**config.mk**
```make
export PLATFORM = sky130hd
export DESIGN_NAME = fp_postcomp_pipe_flat
export DESIGN_NICKNAME = d
export VERILOG_FILES = /design/src/rtl/fp_postcomp_pipe_if.sv /design/src/rtl/fp_postcomp_pipe.sv /design/src/flat_wrapper.sv
export SDC_FILE = /design/constraint.sdc
export NUM_CORES = 1
export LEC_CHECK = 0
export ABC_AREA = 1
export BUFFER_PORTS_ARGS = -buffer_cell sky130_fd_sc_hd__buf_2
export CORE_MARGIN = 2
export CORE_UTILIZATION = 45
export CTS_CLUSTER_DIAMETER = 50
export DETAILED_ROUTE_END_ITERATION = 6
export GPL_TIMING_DRIVEN = 1
export PLACE_DENSITY = 0.82
export SLEW_MARGIN = 20
export SYNTH_ARGS = -nofsm -noshare
export SYNTH_HDL_FRONTEND = slang
export SYNTH_SLANG_ARGS = --single-unit
export TNS_END_PERCENT = 5
```
**constraint.sdc**
```tcl
create_clock -name clk -period 3 [get_ports clk]
set_input_delay 0.3 -clock clk [delete_from_list [all_inputs] [get_ports clk]]
set_output_delay 0.3 -clock clk [all_outputs]
set_load 0.02 [all_outputs]
```
**src/rtl/fp_postcomp_pipe_if.sv**
```systemverilog
// Handshake/data bundle for fp_postcomp_pipe.
// master: upstream/downstream environment (drives beat inputs, out_ready, flush).
// slave : the post-complement pipeline (drives in_ready and the corrected beat).
//   flush      synchronous drop of all in-flight beats
//   in_valid / in_ready      input handshake
//   complement, co_i, sign_i, operand   raw adder result
//   out_valid / out_ready    output handshake
//   mag_o, co_o, sign_o, zero_o, lzc_o  corrected result and normaliser hints
interface fp_postcomp_pipe_if #(
  parameter int unsigned W   = 27,
  parameter int unsigned LZW = $clog2(W + 1)
) ();
  logic           flush;
  logic           in_valid;
  logic           in_ready;
  logic           complement;
  logic           co_i;
  logic           sign_i;
  logic [W-1:0]   operand;
  logic           out_valid;
  logic           out_ready;
  logic [W-1:0]   mag_o;
  logic           co_o;
  logic           sign_o;
  logic           zero_o;
  logic [LZW-1:0] lzc_o;

  modport master (
    output flush, in_valid, complement, co_i, sign_i, operand, out_ready,
    input  in_ready, out_valid, mag_o, co_o, sign_o, zero_o, lzc_o
  );

  modport slave (
    input  flush, in_valid, complement, co_i, sign_i, operand, out_ready,
    output in_ready, out_valid, mag_o, co_o, sign_o, zero_o, lzc_o
  );
endinterface

```
**src/rtl/fp_postcomp_pipe.sv**
```systemverilog
// Post-complement stage of the FP adder: converts the raw significand sum to
// sign-magnitude, flips the sign on a negative subtraction, and produces a zero
// flag and leading-zero count for the normaliser. Results travel through a
// STAGES-deep valid/ready pipeline with full backpressure and synchronous flush.
// Ports:
//   clk    rising-edge clock
//   reset  synchronous active-high reset (dominates flush and handshakes)
//   bus    fp_postcomp_pipe_if slave modport (handshakes, beat in, result out)
module fp_postcomp_pipe #(
  parameter int unsigned W      = 27,
  parameter int unsigned STAGES = 1,
  parameter int unsigned LZW    = $clog2(W + 1)
) (
  input logic               clk,
  input logic               reset,
  fp_postcomp_pipe_if.slave bus
);

  typedef struct packed {
    logic [W-1:0]   mag;
    logic           co;
    logic           sign;
    logic           zero;
    logic [LZW-1:0] lzc;
  } beat_t;

  beat_t              in_beat;
  logic [STAGES-1:0]  rdy;
  logic [STAGES-1:0]  v_q, v_d;
  beat_t              data_q [STAGES];
  beat_t              data_d [STAGES];

  // Correction, zero and lzc are purely combinational on the input beat.
  always_comb begin
    in_beat = '0;
    if (bus.complement && !bus.co_i) begin
      // Negative result of a subtraction: two's-complement back to magnitude.
      in_beat.mag  = ~bus.operand + W'(1);
      in_beat.sign = ~bus.sign_i;
    end else begin
      in_beat.mag  = bus.operand;
      in_beat.sign = bus.sign_i;
    end
    in_beat.co   = bus.complement ? 1'b0 : bus.co_i;
    in_beat.zero = (in_beat.mag == '0);
    // Exact cancellation yields +0; an addition keeps its sign even at zero.
    if (in_beat.zero && bus.complement) in_beat.sign = 1'b0;
    // Ascending scan: the highest set bit wins.
    in_beat.lzc = LZW'(W);
    for (int i = 0; i < int'(W); i++) begin
      if (in_beat.mag[i]) in_beat.lzc = LZW'(int'(W) - 1 - i);
    end
  end

  // ready[k] = !v[k] || ready[k+1] unrolled: a stage can load if downstream
  // accepts or any stage from k to the output holds a bubble.
  always_comb begin
    for (int k = 0; k < int'(STAGES); k++) begin
      rdy[k] = bus.out_ready;
      for (int j = k; j < int'(STAGES); j++) begin
        if (!v_q[j]) rdy[k] = 1'b1;
      end
    end
  end

  always_comb begin
    v_d    = v_q;
    data_d = data_q;
    if (rdy[0]) begin
      v_d[0] = bus.in_valid;
      if (bus.in_valid) data_d[0] = in_beat;
    end
    for (int k = 1; k < int'(STAGES); k++) begin
      if (rdy[k]) begin
        v_d[k] = v_q[k-1];
        if (v_q[k-1]) data_d[k] = data_q[k-1];
      end
    end
    // Flush only kills the valids; stale data is harmless behind out_valid=0.
    if (bus.flush) v_d = '0;
  end

  always_ff @(posedge clk) begin
    if (reset) begin
      v_q <= '0;
      for (int k = 0; k < int'(STAGES); k++) data_q[k] <= '0;
    end else begin
      v_q    <= v_d;
      data_q <= data_d;
    end
  end

  assign bus.in_ready  = rdy[0];
  assign bus.out_valid = v_q[STAGES-1];
  assign bus.mag_o     = data_q[STAGES-1].mag;
  assign bus.co_o      = data_q[STAGES-1].co;
  assign bus.sign_o    = data_q[STAGES-1].sign;
  assign bus.zero_o    = data_q[STAGES-1].zero;
  assign bus.lzc_o     = data_q[STAGES-1].lzc;

endmodule

```
**src/flat_wrapper.sv**
```systemverilog
// flat-port wrapper written by rule: the top's interface ports become plain ports
module fp_postcomp_pipe_flat 
#(
  parameter int unsigned W      = 27,
  parameter int unsigned STAGES = 1,
  parameter int unsigned LZW    = $clog2(W + 1)
)
  (clk, reset, bus_flush, bus_in_valid, bus_complement, bus_co_i, bus_sign_i, bus_operand, bus_out_ready, bus_in_ready, bus_out_valid, bus_mag_o, bus_co_o, bus_sign_o, bus_zero_o, bus_lzc_o);
  fp_postcomp_pipe_if #(.W(W), .LZW(LZW)) bus_i ();
  input logic clk;
  input logic reset;
  input wire logic [$bits(bus_i.flush)-1:0] bus_flush;
  input wire logic [$bits(bus_i.in_valid)-1:0] bus_in_valid;
  input wire logic [$bits(bus_i.complement)-1:0] bus_complement;
  input wire logic [$bits(bus_i.co_i)-1:0] bus_co_i;
  input wire logic [$bits(bus_i.sign_i)-1:0] bus_sign_i;
  input wire logic [$bits(bus_i.operand)-1:0] bus_operand;
  input wire logic [$bits(bus_i.out_ready)-1:0] bus_out_ready;
  output wire logic [$bits(bus_i.in_ready)-1:0] bus_in_ready;
  output wire logic [$bits(bus_i.out_valid)-1:0] bus_out_valid;
  output wire logic [$bits(bus_i.mag_o)-1:0] bus_mag_o;
  output wire logic [$bits(bus_i.co_o)-1:0] bus_co_o;
  output wire logic [$bits(bus_i.sign_o)-1:0] bus_sign_o;
  output wire logic [$bits(bus_i.zero_o)-1:0] bus_zero_o;
  output wire logic [$bits(bus_i.lzc_o)-1:0] bus_lzc_o;
  assign bus_i.flush = bus_flush;
  assign bus_i.in_valid = bus_in_valid;
  assign bus_i.complement = bus_complement;
  assign bus_i.co_i = bus_co_i;
  assign bus_i.sign_i = bus_sign_i;
  assign bus_i.operand = bus_operand;
  assign bus_i.out_ready = bus_out_ready;
  assign bus_in_ready = bus_i.in_ready;
  assign bus_out_valid = bus_i.out_valid;
  assign bus_mag_o = bus_i.mag_o;
  assign bus_co_o = bus_i.co_o;
  assign bus_sign_o = bus_i.sign_o;
  assign bus_zero_o = bus_i.zero_o;
  assign bus_lzc_o = bus_i.lzc_o;
  fp_postcomp_pipe #(.W(W), .STAGES(STAGES), .LZW(LZW)) u_core (.clk(clk), .reset(reset), .bus(bus_i));
endmodule
```
* Word level (Yosys, flattened, before mapping) *
Cells that the tools add are included.

cells by class
  add/subtract/negate cells = 1
  $mul = 0
  div/mod/pow operators = 0
  order comparisons = 0
  eq/ne operators = 0
  shifts and indexed selects = 0
  muxes and demuxes = 32
  bitwise operators = 2
  reduce and logical (&&, ||, !) cells = 6

operators by type and width
  operator                 number
  $mux W5                  16
  $mux W4                  8
  $add A27 B1 Y27 const B  1
  $logic_not A27 Y1        1
  $mux W27                 1
  $not A27 Y27             1
  $mux W1                  5
  $mux W2                  2
  $logic_and A1 B1 Y1      2
  $reduce_and A2 Y1        1
  $reduce_or A2 Y1         1
  $logic_not A1 Y1         1
  $not A1 Y1               1

word-level totals
  flip-flop bits (word level) = 36
  bits in latches = 0
  bits in writable memories = 0
  bits in read-only memories = 0
  bits of input ports = 35
  output and inout bits = 37
  memories = 0

* Depth between registers and ports, before layout *
  depth in word-level cells = 30
  depth in mapped cells = 33
  gate-level depth less buffers = 33

* Least setup slack after synthesis *
Ideal clock, no wire load.

  kind = input port to flip-flop
  start point = input port bus_operand[0]
  end point = register u_core.data_q, in the netlist u_core.bus.sign_o
  data arrival time = 2.412 ns
  path slack = 0.459 ns
  stages on the path = 19
  path buffers = 0
  path through = inv_1 ha_1 nand3_2 nor3_2 nand2_1 nor3_2 nand3_2 nor2_2 nand2_1 nand2_1 o21ai_1 xor2_1 inv_1 nor2_1 nand2_2 nor2_4 nand4_2 o21ai_1 a21oi_1

between the ends
  cells in the longest elaborated chain, start to end = 6

RTL lines
  what                    line                    text
  start: declaration      flat_wrapper.sv:17      input wire logic [$bits(bus_i.operand)-1:0] bus_operand;
  $not A27 Y27            fp_postcomp_pipe.sv:38  in_beat.mag = ~bus.operand + W'(1);
  $add A27 B1 Y27         fp_postcomp_pipe.sv:38
  $mux W27 *              fp_postcomp_pipe.sv:36  if (bus.complement && !bus.co_i) begin
  $logic_not A27 Y1 *     fp_postcomp_pipe.sv:45  in_beat.zero = (in_beat.mag == '0);
  $logic_and A1 B1 Y1 *   fp_postcomp_pipe.sv:47  if (in_beat.zero && bus.complement) in_beat.sign = 1'b0;
  $mux W1 *               fp_postcomp_pipe.sv:47
  end signal: assignment  fp_postcomp_pipe.sv:89  data_q <= data_d;
  end: declaration        fp_postcomp_pipe.sv:30  beat_t data_q [STAGES];

Every way passes the cells marked *; elsewhere a longest branch is shown, timed or not.
A chain may end at the register's enable or synchronous reset.

* Final worst setup path *
Same ends and word-level chain as after synthesis.

==> summary.md <==
| Metric | Value |
|---|---|
| 1st-iter DRT viols | 144 |
| Length of the first detailed-routing pass in iterations | 4 |
| R2R depth | 7 |
| Cell family with most CP delay | simple AND/OR/NAND/NOR gates |
| Worst-path clk slew | 0.07 ns |
| PortBufs | slightly above 70 |
| Post-synth cell types | 36 |
| GPL Wtd Cong | roughly 0.95 |
| Vias in the first global route | around 2400 |
| ANT cells | 0 |
| CTS buffer count | 5 |
| Min Tclk post-route | around 2.6 ns |
| Worst-Skew Late Latency | just under 0.3 ns |
| Max clock buf depth | 2 |
| Final TNS setup | 0 ns |
| Levels on crit path | 20 |
| Gr ovfl total | 0 |
| Sink Count | 36 |
| Most used cell along the critical path | nand2_1 |
| Max-Cap Viols | 0 |
| Mapped cell area | 0.002425 mm^2 |
| Setup Crit Path Kind | in2reg |
| Number of core rows | 26 |
| Post-Synth XOR/XNOR Area | around 7% |
| Clock skew | between 0.005 and 0.006 ns |
| LEAKAGE | 1.620 nW |
| Worst setup EP type | flip-flop |
| RSZ-0062 raised after global routing | no |
| Hpwl dp | around 4.9 mm |
| Seq/Total Area, Yosys | ~30% |
| Synth Register Bits | 36 |
| Max Slew Vio Count | 0 |
| Synth Area in Simple Gates | a little under a third |
| Vias per std cell | around 4.8 |
| Layout area overhead | 21.67% |
| Worst slew margin | roughly 51% |
| Mapped Avg Cell Area | 6.432 um^2 |
| Worst r2r dst | u_core.bus.mag_o[13]$_SDFFE_PP0P_ |
| Mux cell area share after synthesis | 0% |
| Worst-margin pin slew | between 0.7 and 0.8 ns |
| Largest family of logic cells by synthesized area | simple AND/OR/NAND/NOR gates |
| Die area | ~0.006 mm^2 |
| Critical Path Start | bus_operand[0] |
| Postcts setup bufs | 0 |
| Gate Count Post-Synth | between 300 and 400 |
| Crit share post-route | 88.06% |
| CTS tree | yes |
| Die Wd | 77.41 um |
| Antenna violations before repair | 0 |
| Slowest cell on the critical path | ha_1 |
| Worst path max stage delay | 0.23 ns |
| # resized after CTS | 0 |
| Register-to-register setup slack | 1.18 ns |
| Setup violations, final | 0 |
| Worst Hold Class | in2reg |
| Crit-path max FO | 4 |
| Compound-gate portion of the synthesized area | 16.00% |
| Post-layout nets | slightly below 500 |
| FF-to-FF Start | u_core.bus.out_valid$_SDFFE_PP0N_ |
| Wirelength per Cell | 11.90 um |
| Hold-fix buffers at CTS | 0 |
| Die span in y | approximately 77 um |
| Buf/Inv on CP | 3 |
| Post-DRT Antenna Nets | 0 |
| FMAX | between 300 and 400 MHz |
| Clk root buf | clkbuf_8 |
| Crit-path cells | buf_2, inv_1, ha_1, nand3_2, nor3_2, nand2_1, nor3_4, nand3_2, nor2_2, nand2_1, nand2_1, o21ai_1, xor2_1, inv_1, nor2_1, nand2_2, nor2_4, nand4_2, o21ai_1, a21oi_1 |
| Max rail drop VDD | 311.8 uV |
| # DRC | 0 |
| I/O pins | 72 |
| GRT Util Overall | between 20% and 30% |
| Fin. Hold Viols | 0 |
| Status | finished clean |
| Pwr dens | about 430 mW/mm^2 |
| CTS H-tree lvls | 2 |
| Hold WS | about 0.17 ns |
| Core area | approximately 0.0051 mm^2 |
| Syn Nets | between 400 and 500 |
| Arr. time, crit path | approximately 2.8 ns |
| Setup crit start kind | primary input |
| Worst Setup EP | u_core.bus.sign_o$_SDFFE_PP0P_ |
| Req. time, crit path | between 3 and 4 ns |
| Post-Synth Adder-Cell Area | under 10% |
| Total Wirelength | approximately 6.2 mm |
| Largest net degree at the start of global routing | 34 |
| Initial Util | 47.18% |
| Via Count | about 2500 |
| First-pass GRT wire length | about 10 mm |
| Fraction of layout cells with a size suffix above 1 | a little over a quarter |
| Yosys warning total | 0 |
registers in the layout (all words and copies together) (netlist names):
register / count
u_core.bus.co_o: 1
u_core.bus.lzc_o: 5
u_core.bus.mag_o: 27
u_core.bus.out_valid: 1
u_core.bus.sign_o: 1
u_core.bus.zero_o: 1
where the power goes:
| part | switching, mW | leakage, nW | internal [mW] |
|---|---|---|---|
| Combinational | 0.240 | 1.28 | 0.123 |
| Clock | 0.172 | 0.0445 | 0.187 |
| Sequential | 0.0182 | 0.299 | 0.516 |
| Total | 0.430 | 1.62 | 0.825 |
cell families after synthesis:
logic type	count (synthesis)
AND/OR/NAND/NOR	167
adder cells (fa/ha/maj)	2
AO/OA/AOI/OAI	64
XOR/XNOR	18
buffers and inverters	90
flip-flops	36
worst register-to-register path: cells and delay by family (launching register included):
| family | cells | cell delay, ns |
|---|---|---|
| buf+inv | 3 | 0.99 |
| simple gates | 3 | 0.33 |
| flops | 1 | 0.31 |
| compound gates | 1 | 0.09 |
cell type report:
class | count | area [um^2]
fill | 543 | 2190
multi-input combinational | 251 | 1366
tap | 70 | 87.58
clock buffer | 7 | 86.33
clock inverter | 1 | 7.507
sequential | 36 | 720.7
timing repair buffer | 76 | 392.9
inverter | 77 | 289.0
placed cells by master (no fill, tap or decap), types with 2 or more instances in the layout:
master and count:
ha_1 2, nand3_1 10, or2_2 2, buf_4 5, nand2_2 5, o211ai_1 20, dfxtp_1 36, nor3_1 4
nor3_4 2, nand3_2 3, a31oi_1 2, nand4_1 2, nor4_1 2, o21ai_0 17, nor2_4 2, nor2_1 19
inv_2 10, a21oi_1 14, o21ai_1 6, nand3b_1 2, clkbuf_8 6, buf_2 71, nor2_2 4, nor3_2 3
xnor2_1 2, xor2_1 14, or2_1 2, nand2_1 104, xor2_2 2, inv_1 67
metrics by stage:
| step | total power, mW | utilization [%] | area (um^2) | setup slack (ns) | instances |
|---|---|---|---|---|---|
| floorplan | 0.7857 | - | 2425 | 0.4593 | 377 |
| global placement | 0.8973 | 55.45 | 2850 | 0.2276 | 510 |
| detailed placement | 0.9049 | 55.45 | 2850 | 0.07819 | 510 |
| CTS | 1.264 | 57.28 | 2944 | 0.3854 | 518 |
| global route | 1.328 | 57.40 | 2950 | 0.03750 | 518 |
| finish | 1.255 | 57.40 | 2950 | 0.3581 | 518 |
how the worst min path moves through the flow:
| stage | from | to | slack (ns) | depth (start not counted) |
|---|---|---|---|---|
| after floorplan | reset | u_core.bus.co_o$_SDFFE_PP0P_ | 0.37 | 1 |
| after global placement | u_core.bus.lzc_o[0]$_SDFFE_PP0P_ | u_core.bus.lzc_o[0]$_SDFFE_PP0P_ | 0.45 | 2 |
| after detailed placement | u_core.bus.co_o$_SDFFE_PP0P_ | u_core.bus.co_o$_SDFFE_PP0P_ | 0.45 | 2 |
| after CTS | bus_flush | u_core.bus.out_valid$_SDFFE_PP0N_ | 0.17 | 2 |
| after global routing | bus_flush | u_core.bus.out_valid$_SDFFE_PP0N_ | 0.17 | 2 |
| final | bus_flush | u_core.bus.out_valid$_SDFFE_PP0N_ | 0.17 | 2 |
routing by layer:
layer  wire length [um]  global-route usage, %  part of all wire, %  up-vias
met3                366                  4.884                  5.9       14
met5                  0                      0                    0        -
met4                124                  7.857                  2.0        0
met1               2729                  24.34                   44     1099
met2               2945                  39.13                   48       74
li1                   -                      -                    -     1314
synthesized netlist by cell type:
master / instances / area share [%]
o21ai_1: 6 / 1.2
o21ai_0: 17 / 3.5
buf_2: 2 / 0.41
buf_4: 1 / 0.31
inv_1: 67 / 10
o21bai_1: 1 / 0.31
xnor2_1: 2 / 0.72
nor2_2: 4 / 1.0
or2_1: 2 / 0.52
nand3b_1: 2 / 0.62
nor2_1: 19 / 2.9
dfxtp_1: 36 / 30
nor3_4: 1 / 0.67
clkbuf_1: 10 / 1.5
nand3_2: 3 / 1.2
or2_2: 2 / 0.52
nor3_1: 4 / 0.83
a31oi_1: 2 / 0.52
o21ai_2: 1 / 0.36
nand3_1: 10 / 2.1
o31ai_1: 1 / 0.31
nand2_1: 104 / 16
ha_1: 2 / 1.0
a211oi_1: 1 / 0.31
nor3_2: 4 / 1.7
a41oi_1: 1 / 0.36
nand4_1: 2 / 0.52
a21oi_1: 14 / 2.9
inv_2: 10 / 1.5
nand2_2: 5 / 1.3
xor2_2: 2 / 1.3
nor2_4: 2 / 0.93
o211ai_1: 20 / 6.2
xor2_1: 14 / 5.1
nand4_2: 1 / 0.52
nor4_1: 2 / 0.52
(Power assumes the default switching activity.)
